==> config.mk <==
export PLATFORM = sky130hd
export DESIGN_NAME = pooling_unit
export DESIGN_NICKNAME = d
export VERILOG_FILES = /design/src/rtl/cnn_pkg.sv /design/src/rtl/pool_line_buffer.sv /design/src/rtl/pooling_unit.sv
export SDC_FILE = /design/constraint.sdc
export NUM_CORES = 1
export LEC_CHECK = 0
export ABC_AREA = 1
export CAP_MARGIN = 20
export CORE_MARGIN = 5
export CORE_UTILIZATION = 40
export DETAILED_ROUTE_END_ITERATION = 16
export HOLD_SLACK_MARGIN = 0.15
export MAX_ROUTING_LAYER = met4
export PLACE_DENSITY = 0.63
export SYNTH_ARGS = -nofsm -noshare
export SYNTH_HDL_FRONTEND = slang
export SYNTH_SLANG_ARGS = --single-unit
export TNS_END_PERCENT = 100
==> constraint.sdc <==
create_clock -name clk -period 5.9 [get_ports clk]
set_input_delay 0.885 -clock clk [delete_from_list [all_inputs] [get_ports clk]]
set_output_delay 0.885 -clock clk [all_outputs]
set_load 0.01 [all_outputs]
==> src/rtl/cnn_pkg.sv <==
// Shared CNN types: pooling FSM states and controller layer-select constants.
package cnn_pkg;

  typedef enum logic [1:0] {
    IDLE     = 2'd0,
    ROW_EVEN = 2'd1,
    ROW_ODD  = 2'd2,
    DRAIN    = 2'd3
  } pool_state_t;

  localparam logic FULLY_CONVOL = 1'b0;
  localparam logic POOLING      = 1'b1;

endpackage

==> src/rtl/pool_line_buffer.sv <==
// One-row partial-result store: synchronous write, combinational read, no reset on storage.
module pool_line_buffer #(
  parameter int unsigned Width = 16,
  parameter int unsigned Depth = 14,
  parameter int unsigned AddrW = 4
) (
  input  logic             clk,
  input  logic             we,
  input  logic [AddrW-1:0] waddr,
  input  logic [Width-1:0] wdata,
  input  logic [AddrW-1:0] raddr,
  output logic [Width-1:0] rdata
);

  logic [Width-1:0] mem [Depth];

  always_ff @(posedge clk) begin
    if (we) begin
      mem[waddr] <= wdata;
    end
  end

  assign rdata = mem[raddr];

endmodule

==> src/rtl/pooling_unit.sv <==
// 2x2 stride-2 pooling stage; max pooling by default, average pooling when POOL_AVG_EN is defined.
module pooling_unit
  import cnn_pkg::*;
#(
  parameter int unsigned DATA_WIDTH  = 16,
  parameter int unsigned FMAP_WIDTH  = 28,
  parameter int unsigned FMAP_HEIGHT = 28
) (
  input  logic                  clk,
  input  logic                  rst,
  input  logic                  pooling_signal,
  input  logic                  in_valid,
  input  logic [DATA_WIDTH-1:0] in_data,
  output logic                  in_ready,
  input  logic                  out_ready,
  output logic                  ready_write_from_pooling,
  output logic [DATA_WIDTH-1:0] out_data,
  output logic                  frame_done
);

`ifdef POOL_AVG_EN
  localparam int unsigned BufW = DATA_WIDTH + 1;
`else
  localparam int unsigned BufW = DATA_WIDTH;
`endif
  localparam int unsigned Depth = FMAP_WIDTH / 2;
  localparam int unsigned AddrW = (Depth > 1) ? $clog2(Depth) : 1;
  localparam int unsigned ColW  = $clog2(FMAP_WIDTH);
  localparam int unsigned RowW  = $clog2(FMAP_HEIGHT);

  pool_state_t state_q, state_d;
  logic [ColW-1:0]       col_q;
  logic [RowW-1:0]       row_q;
  logic [DATA_WIDTH-1:0] pix_q;
  logic [DATA_WIDTH-1:0] out_data_q;
  logic                  out_valid_q;
  logic                  frame_done_q, frame_done_d;

  logic             accept, col_last, row_last, wr_en, emit;
  logic [AddrW-1:0] pair_idx;
  logic [BufW-1:0]  pair_res, buf_rd;
  logic [DATA_WIDTH-1:0] pool_res;

  // Stall only while a result is stuck; a pop and a new result may share a cycle.
  assign in_ready = pooling_signal && (state_q == ROW_EVEN || state_q == ROW_ODD) &&
                    !(out_valid_q && !out_ready);
  assign accept   = in_valid && in_ready;
  assign col_last = (col_q == ColW'(FMAP_WIDTH - 1));
  assign row_last = (row_q == RowW'(FMAP_HEIGHT - 1));
  assign wr_en    = accept && (state_q == ROW_EVEN) && col_q[0];
  assign emit     = accept && (state_q == ROW_ODD) && col_q[0];
  assign pair_idx = AddrW'(col_q >> 1);

`ifdef POOL_AVG_EN
  logic [DATA_WIDTH+1:0] sum4;
  assign pair_res = {in_data[DATA_WIDTH-1], in_data} + {pix_q[DATA_WIDTH-1], pix_q};
  assign sum4     = {pair_res[BufW-1], pair_res} + {buf_rd[BufW-1], buf_rd};
  assign pool_res = sum4[DATA_WIDTH+1:2];
`else
  assign pair_res = ($signed(in_data) > $signed(pix_q)) ? in_data : pix_q;
  assign pool_res = ($signed(pair_res) > $signed(buf_rd)) ? pair_res : buf_rd;
`endif

  pool_line_buffer #(
    .Width (BufW),
    .Depth (Depth),
    .AddrW (AddrW)
  ) u_line_buffer (
    .clk   (clk),
    .we    (wr_en),
    .waddr (pair_idx),
    .wdata (pair_res),
    .raddr (pair_idx),
    .rdata (buf_rd)
  );

  always_comb begin
    state_d      = state_q;
    frame_done_d = 1'b0;
    unique case (state_q)
      IDLE:     if (pooling_signal) state_d = ROW_EVEN;
      ROW_EVEN: if (accept && col_last) state_d = ROW_ODD;
      ROW_ODD:  if (accept && col_last) state_d = row_last ? DRAIN : ROW_EVEN;
      DRAIN: begin
        if (!out_valid_q || out_ready) begin
          state_d      = IDLE;
          frame_done_d = 1'b1;
        end
      end
      default:  state_d = IDLE;
    endcase
  end

  always_ff @(posedge clk or posedge rst) begin
    if (rst) begin
      state_q      <= IDLE;
      frame_done_q <= 1'b0;
    end else begin
      state_q      <= state_d;
      frame_done_q <= frame_done_d;
    end
  end

  always_ff @(posedge clk or posedge rst) begin
    if (rst) begin
      col_q       <= '0;
      row_q       <= '0;
      pix_q       <= '0;
      out_data_q  <= '0;
      out_valid_q <= 1'b0;
    end else begin
      if (accept) begin
        col_q <= col_last ? '0 : col_q + 1'b1;
        if (col_last) row_q <= row_last ? '0 : row_q + 1'b1;
        if (!col_q[0]) pix_q <= in_data;
      end
      if (emit) begin
        out_data_q  <= pool_res;
        out_valid_q <= 1'b1;
      end else if (out_valid_q && out_ready) begin
        out_valid_q <= 1'b0;
      end
    end
  end

  assign ready_write_from_pooling = out_valid_q;
  assign out_data                 = out_data_q;
  assign frame_done               = frame_done_q;

endmodule
==> impl_metrics.yaml <==
cts:
  post_cts_resized: 0
  post_cts_buffers: 0
  htreeDepth: 1
  root_buffer: "clkbuf_16"
  tritoncts: "done"
  cts.clk_slew.worst_paths_ns: 0.06
  clock-sinks: 270
  hold_buffers: 0
  clock_path_buffers: 3
  numCtsBuffers: 26
  insertion_delay_ns: 0.52
critical_path:
  cp_max_fo: 17
  cp-end-kind: "register"
  critical_path_class: "in -> reg"
  start_kind: "input pin"
  worstRegToRegCells: 20
  r2r_start: "pix_q[15]$_DFFE_PP0P_"
  r2r_end: "out_data[3]$_DFFE_PP0P_"
  critical_path_arrival_ns: 5.50
  worst-r2r-setup-slack_ns: 1.27
  required_ns: 6.31
sta:
  fin_crit_sh: 0.8614
  setup_viol: 0
  skew_ns: 0.01436
  fin_ws_ns: 0.8177
  period_needed_ns: 5.082
  rsz0062_at_grt: "false"
  hold_viol_final: 0
  drv_slew: 0
  worstMarginPinSlew_ns: 1.045
  setup_tns_ns: 0
  fmax_mhz: 196.8
  max_slew_margin: 0.3007
hold_path:
  holdPathStages: 2
  hp-start: "out_data[5]$_DFFE_PP0P_"
  hp-class: "reg -> reg"
  min_to: "out_data[5]$_DFFE_PP0P_"
synthesis:
  async_flop_share: 0.1704
  seq_area_frac_synth: 0.6821
  synth_area_mm2: 0.01155
  avgSynthCellArea_um2: 11.97
  yosys_warnings: 0
  postSynthCellCount: 965
  synth.distinct_cells: 31
  yosys_most_used_dff: "edfxtp_1"
  ys_seq_elements: 270
  syn-num-nets: 1024
  synth_edf_count: 224
drt:
  first_pass_iters: 5
  wl_um: 27400
  drt.antenna.violating_nets: 0
  drtIter0Drc: 570
  wl_per_cell_um: 19.20
  viasPerCell: 5.284
  drc_errors: 0
  vias: 7540
power_and_ir_drop:
  peakVddDrop_v: 0.0003705
  p_per_area_mw_per_mm2: 564.6
  power_leakage_uw: 0.005109
placed_design:
  gp_congestion: 0.8649
  hpwl_um: 17460
  dp_slack_ns: 0.3173
  place_inst: 1378
  port_buffers: 39
flow_run:
  maxCapViolCount: 0
floorplanning:
  io_pins: 40
  dieArea_mm2: 0.03237
  start_util: 0.4034
  die_h_um: 179.9
  rows: 62
  die-width_um: 179.9
  core_mm2: 0.02863
layout:
  n_fill_cell: 2565
  fin_nets: 1082
  multi_input_area_mm2: 0.003298
  fin_cells: 1427
  regArea_mm2: 0.007878
  area_growth_pct: 15.30
  drive_gt1_frac: 0.08437
  antennaDiodeCount: 0
global_routing:
  grt_first_pass_wirelength_um: 42790
  grtUsageTotal: 0.1701
  antenna_found_initial: 0
  first_global_vias: 7370
  grt_max_degree: 50
  overflow: 0
outcome:
  status: "completed"
-- final cells by class --
cell class,instances,share of cell area
Inverter,51,0.01438
Clock buffer,44,0.05929
Sequential cell,270,0.5916
Multi-Input combinational cell,603,0.2477
Clock inverter,4,0.001691
Tap cell,384,0.03608
Timing Repair Buffer,71,0.04924
-- sequential cells by signal (all words and copies together), names as in the netlist --
signal,count
u_line_buffer.mem,224
out_data,16
pix_q,16
col_q,5
row_q,5
state_q,2
frame_done,1
ready_write_from_pooling,1
-- logic make-up (layout without fill, tap and decap cells) --
logic type | Yosys count | in the layout | share of synthesized area
AOI/OAI and AO/OA | 179 | 179 | 0.09989
xor gates and xnor gates | 2 | 2 | 0.001517
adders and majority gates | 38 | 38 | 0.04117
buffers and inverters | 92 | 170 | 0.03424
DFF | 270 | 270 | 0.6821
and+or+nand+nor | 384 | 384 | 0.1411
-- metal layers --
| layer | wire length [µm] | track usage | share of wire |
|---|---|---|---|
| met3 | 1530 | 0.02001 | 0.056 |
| met4 | 486 | 0.03261 | 0.018 |
| met5 | 0 | - | 0 |
| met2 | 12780 | 0.2671 | 0.47 |
| met1 | 12610 | 0.2432 | 0.46 |
-- critical path, cell delays in order --
cell and delay (ns):
clkdlybuf4s50_1 0.46, ha_1 0.40, a21oi_1 0.19, o21ai_0 0.11
a21oi_1 0.22, nand2_1 0.10, nand2_2 0.24, nand3_2 0.36
nand2_1 0.19, nand2_1 0.34, ha_1 0.54, nand2_1 0.15
nor3_1 0.29, nand2_1 0.11, nand3_1 0.10, nand3_2 0.09
inv_1 0.41, nand3_1 0.15, nand2_1 0.09, nand2_1 0.06
-- layout by cell type, fill, tap and decap left out, types with 5 or more instances in the layout --
cell type / synthesis / final
clkbuf_1: 17 / 12
clkbuf_8: 0 / 5
nand3_1: 25 / 25
dfrtp_1: 46 / 46
inv_1: 47 / 46
ha_1: 38 / 38
a21oi_1: 63 / 63
edfxtp_1: 224 / 224
clkdlybuf4s50_1: 0 / 39
clkbuf_16: 0 / 27
a22oi_1: 96 / 96
nand2_1: 213 / 213
nand4_1: 18 / 18
nor3_1: 29 / 29
nor2_1: 85 / 82
buf_4: 8 / 30
o21ai_0: 13 / 13
nor3_2: 6 / 6
-- where the power goes --
group / leakage, µW / internal (µW) / total [µW] / switching [µW]
combinational: 0.00215 / 995 / 3200 / 2210
clock: 0.000396 / 907 / 1580 / 673
sequential: 0.00256 / 2620 / 2740 / 112
-- synthesized netlist by cell type, types with 10 or more instances --
master    instances  area share
ha_1             38       0.041
nor3_1           29       0.013
a21oi_1          63       0.027
clkbuf_1         17      0.0055
buf_2            10      0.0043
inv_1            47       0.015
o21ai_0          13      0.0056
nand2_1         213       0.069
nor2_1           85       0.028
a22oi_1          96       0.062
edfxtp_1        224        0.58
nand4_1          18      0.0098
nand3_1          25       0.011
dfrtp_1          46        0.10
-- per-stage QoR --
| step | instance area [µm²] | total power (µW) | hold WS, ns | utilization |
|---|---|---|---|---|
| floorplan | 11550 | 4871 | 0.4731 | - |
| global placement | 12480 | 5911 | 0.4816 | 0.4361 |
| detailed placement | 12480 | 5970 | 0.4734 | 0.4361 |
| CTS | 13300 | 7547 | 0.4922 | 0.4645 |
| global route | 13320 | 8042 | 0.5247 | 0.4652 |
| finish | 13320 | 7518 | 0.4813 | 0.4652 |
-- worst max path at each step --
stage / end / slack (ns) / cells after the start / from
finish: out_data[3]$_DFFE_PP0P_ / 0.82 / 20 / in_data[15]
floorplan: out_data[10]$_DFFE_PP0P_ / 1.97 / 22 / in_data[15]
global route: out_data[0]$_DFFE_PP0P_ / 0.40 / 20 / in_data[15]
global placement: out_data[1]$_DFFE_PP0P_ / 0.46 / 21 / in_data[15]
CTS: out_data[3]$_DFFE_PP0P_ / 0.86 / 20 / in_data[15]
detailed placement: out_data[3]$_DFFE_PP0P_ / 0.32 / 20 / in_data[15]
No activity file was read; power rests on OpenSTA's default activity.
==> variant: new RTL, same flow settings <==
The 4 states of `pool_state_t` get a one-hot encoding in 4 bits.
--- a/src/rtl/cnn_pkg.sv
+++ b/src/rtl/cnn_pkg.sv
@@ -1,11 +1,11 @@
 // Shared CNN types: pooling FSM states and controller layer-select constants.
 package cnn_pkg;
 
-  typedef enum logic [1:0] {
-    IDLE     = 2'd0,
-    ROW_EVEN = 2'd1,
-    ROW_ODD  = 2'd2,
-    DRAIN    = 2'd3
+  typedef enum logic [3:0] {
+    IDLE     = 4'b0001,
+    ROW_EVEN = 4'b0010,
+    ROW_ODD  = 4'b0100,
+    DRAIN    = 4'b1000
   } pool_state_t;
 
   localparam logic FULLY_CONVOL = 1'b0;
Formal check against the unedited RTL: same outputs for any inputs over 10 cycles, from zero or initial values and one cycle with rst high; not proved beyond that.
==> variant against the unedited design <==
Worst hold slack better by 0.021 ns; worst setup slack better by 0.34 ns; global-route usage is 0.11 points lower; sequential cell count is 2 higher; wire length is 0.93% lower; count of clock-buffer cells in the layout is 7 lower; sequential power is 1% higher; die area is 1.0% higher; synthesized area is 1.1% higher; power is 3.3% lower; final area is 0.85% higher; combinational power is 8.8% lower; highest routed layer unchanged.
==> variant: results (changes against the unedited design) <==
The vias per cell came out at 5.32 (+0.61%). The leakage power came to 5.10 nW (-0.18%). The data arrival time of the critical path is 5.16 ns (-0.34 ns). The final RePlAce weighted congestion came out at 0.825 (-4.6%). The commonest cells after synthesis are sky130_fd_sc_hd__nand2_1 (226), sky130_fd_sc_hd__edfxtp_1 (224), sky130_fd_sc_hd__a22oi_1 (96).

The power drawn by the combinational cells came out at 2.92 mW (-8.8%). The class of the tightest hold or removal check is flop to flop. The instance count after placement with tap cells included came out at 1388 (+0.73%). The proportion of register bits with asynchronous set or reset after synthesis is 17.6% (+0.61 points). The number of antenna violations at the first check in global routing came to 0 (unchanged). The met1 usage is 23.1% (-1.2 points).

The area share of fa/ha/maj cells after synthesis came out at 3.64% (-0.47 points). The worst slew margin relative to its limit is 30.6% (+0.53 points). The power in sequential cells came out at 2.78 mW (+1%).

The largest individual stage delay along the critical path comes from the cell sky130_fd_sc_hd__clkdlybuf4s50_1. The layout cell share with drive strength beyond 1 was 9.69% (+1.2 points). The post-synthesis sequential area ratio came out at 67.9% (-0.29 points). The largest incremental delay on the critical path is 0.47 ns (-0.07 ns). By area the synthesized netlist is led by sky130_fd_sc_hd__edfxtp_1 (58%), sky130_fd_sc_hd__dfrtp_1 (10%), sky130_fd_sc_hd__nand2_1 (7.3%). The global routing usage on met2 was 27.7% (+0.98 points). The HPWL after detailed placement came out at 17400 µm (-0.12%). The clock buffer count from CTS is 28 (+7.7%). The switching power total came to 2.82 mW (-5.8%). The post-synthesis xor/xnor area fraction was 0.150% (-0.0016 points). The number of nets in the finished design came to 1090 (+0.74%). The run finished with clean final reports.

The count of distinct cell types in the synthesized netlist came out at 35 (+13%). The synthesized netlist net count is 1029 (+0.49%). The post-placement cell area was 12600 µm² (+0.90%). The largest vdd supply drop is 0.000289 V (-22%). The largest net degree at the start of global routing was 49 (-2.0%). The worst setup timing slack at the placement stage is 0.655 ns (+0.337 ns). The clock latency on the worst-skew pair came out at 0.54 ns (+0.02 ns). The detailed-route via count is 7639 (+1.3%).
-- variant: final timing paths --
| path | startpoint | end | slack [ns] | depth (start not counted) |
|---|---|---|---|---|
| worst max-delay path | in_data[15] | out_data[1] | 1.16 | 23 |
| worst min-delay path | out_data[5] | out_data[5] | 0.50 | 2 |
| worst max register to register | col_q[1] | out_data[1] | 1.58 | 22 |
| worst min register to register | out_data[5] | out_data[5] | 0.50 | 2 |
| max in group asynchronous | rst | ready_write_from_pooling | 4.59 | 3 |
| min in group asynchronous | rst | pix_q[9] | 0.82 | 3 |
-- variant: layout make-up --
cell class,instances,area [µm²]
clock inverters,11,70.1
clock buffers,37,734
well taps,384,480
fillers,2573,15400
multi-input cells,606,3350
repair buffers,71,651
inverters,56,210
flip-flops and latches,272,7930
-- variant: routing by layer --
layer  vias to the layer above  part of all wire [%]
li1                       3634                     -
met1                      3775                    44
met2                       196                    48
met3                        34                   5.7
met4                         0                   1.5
met5                         -                     0
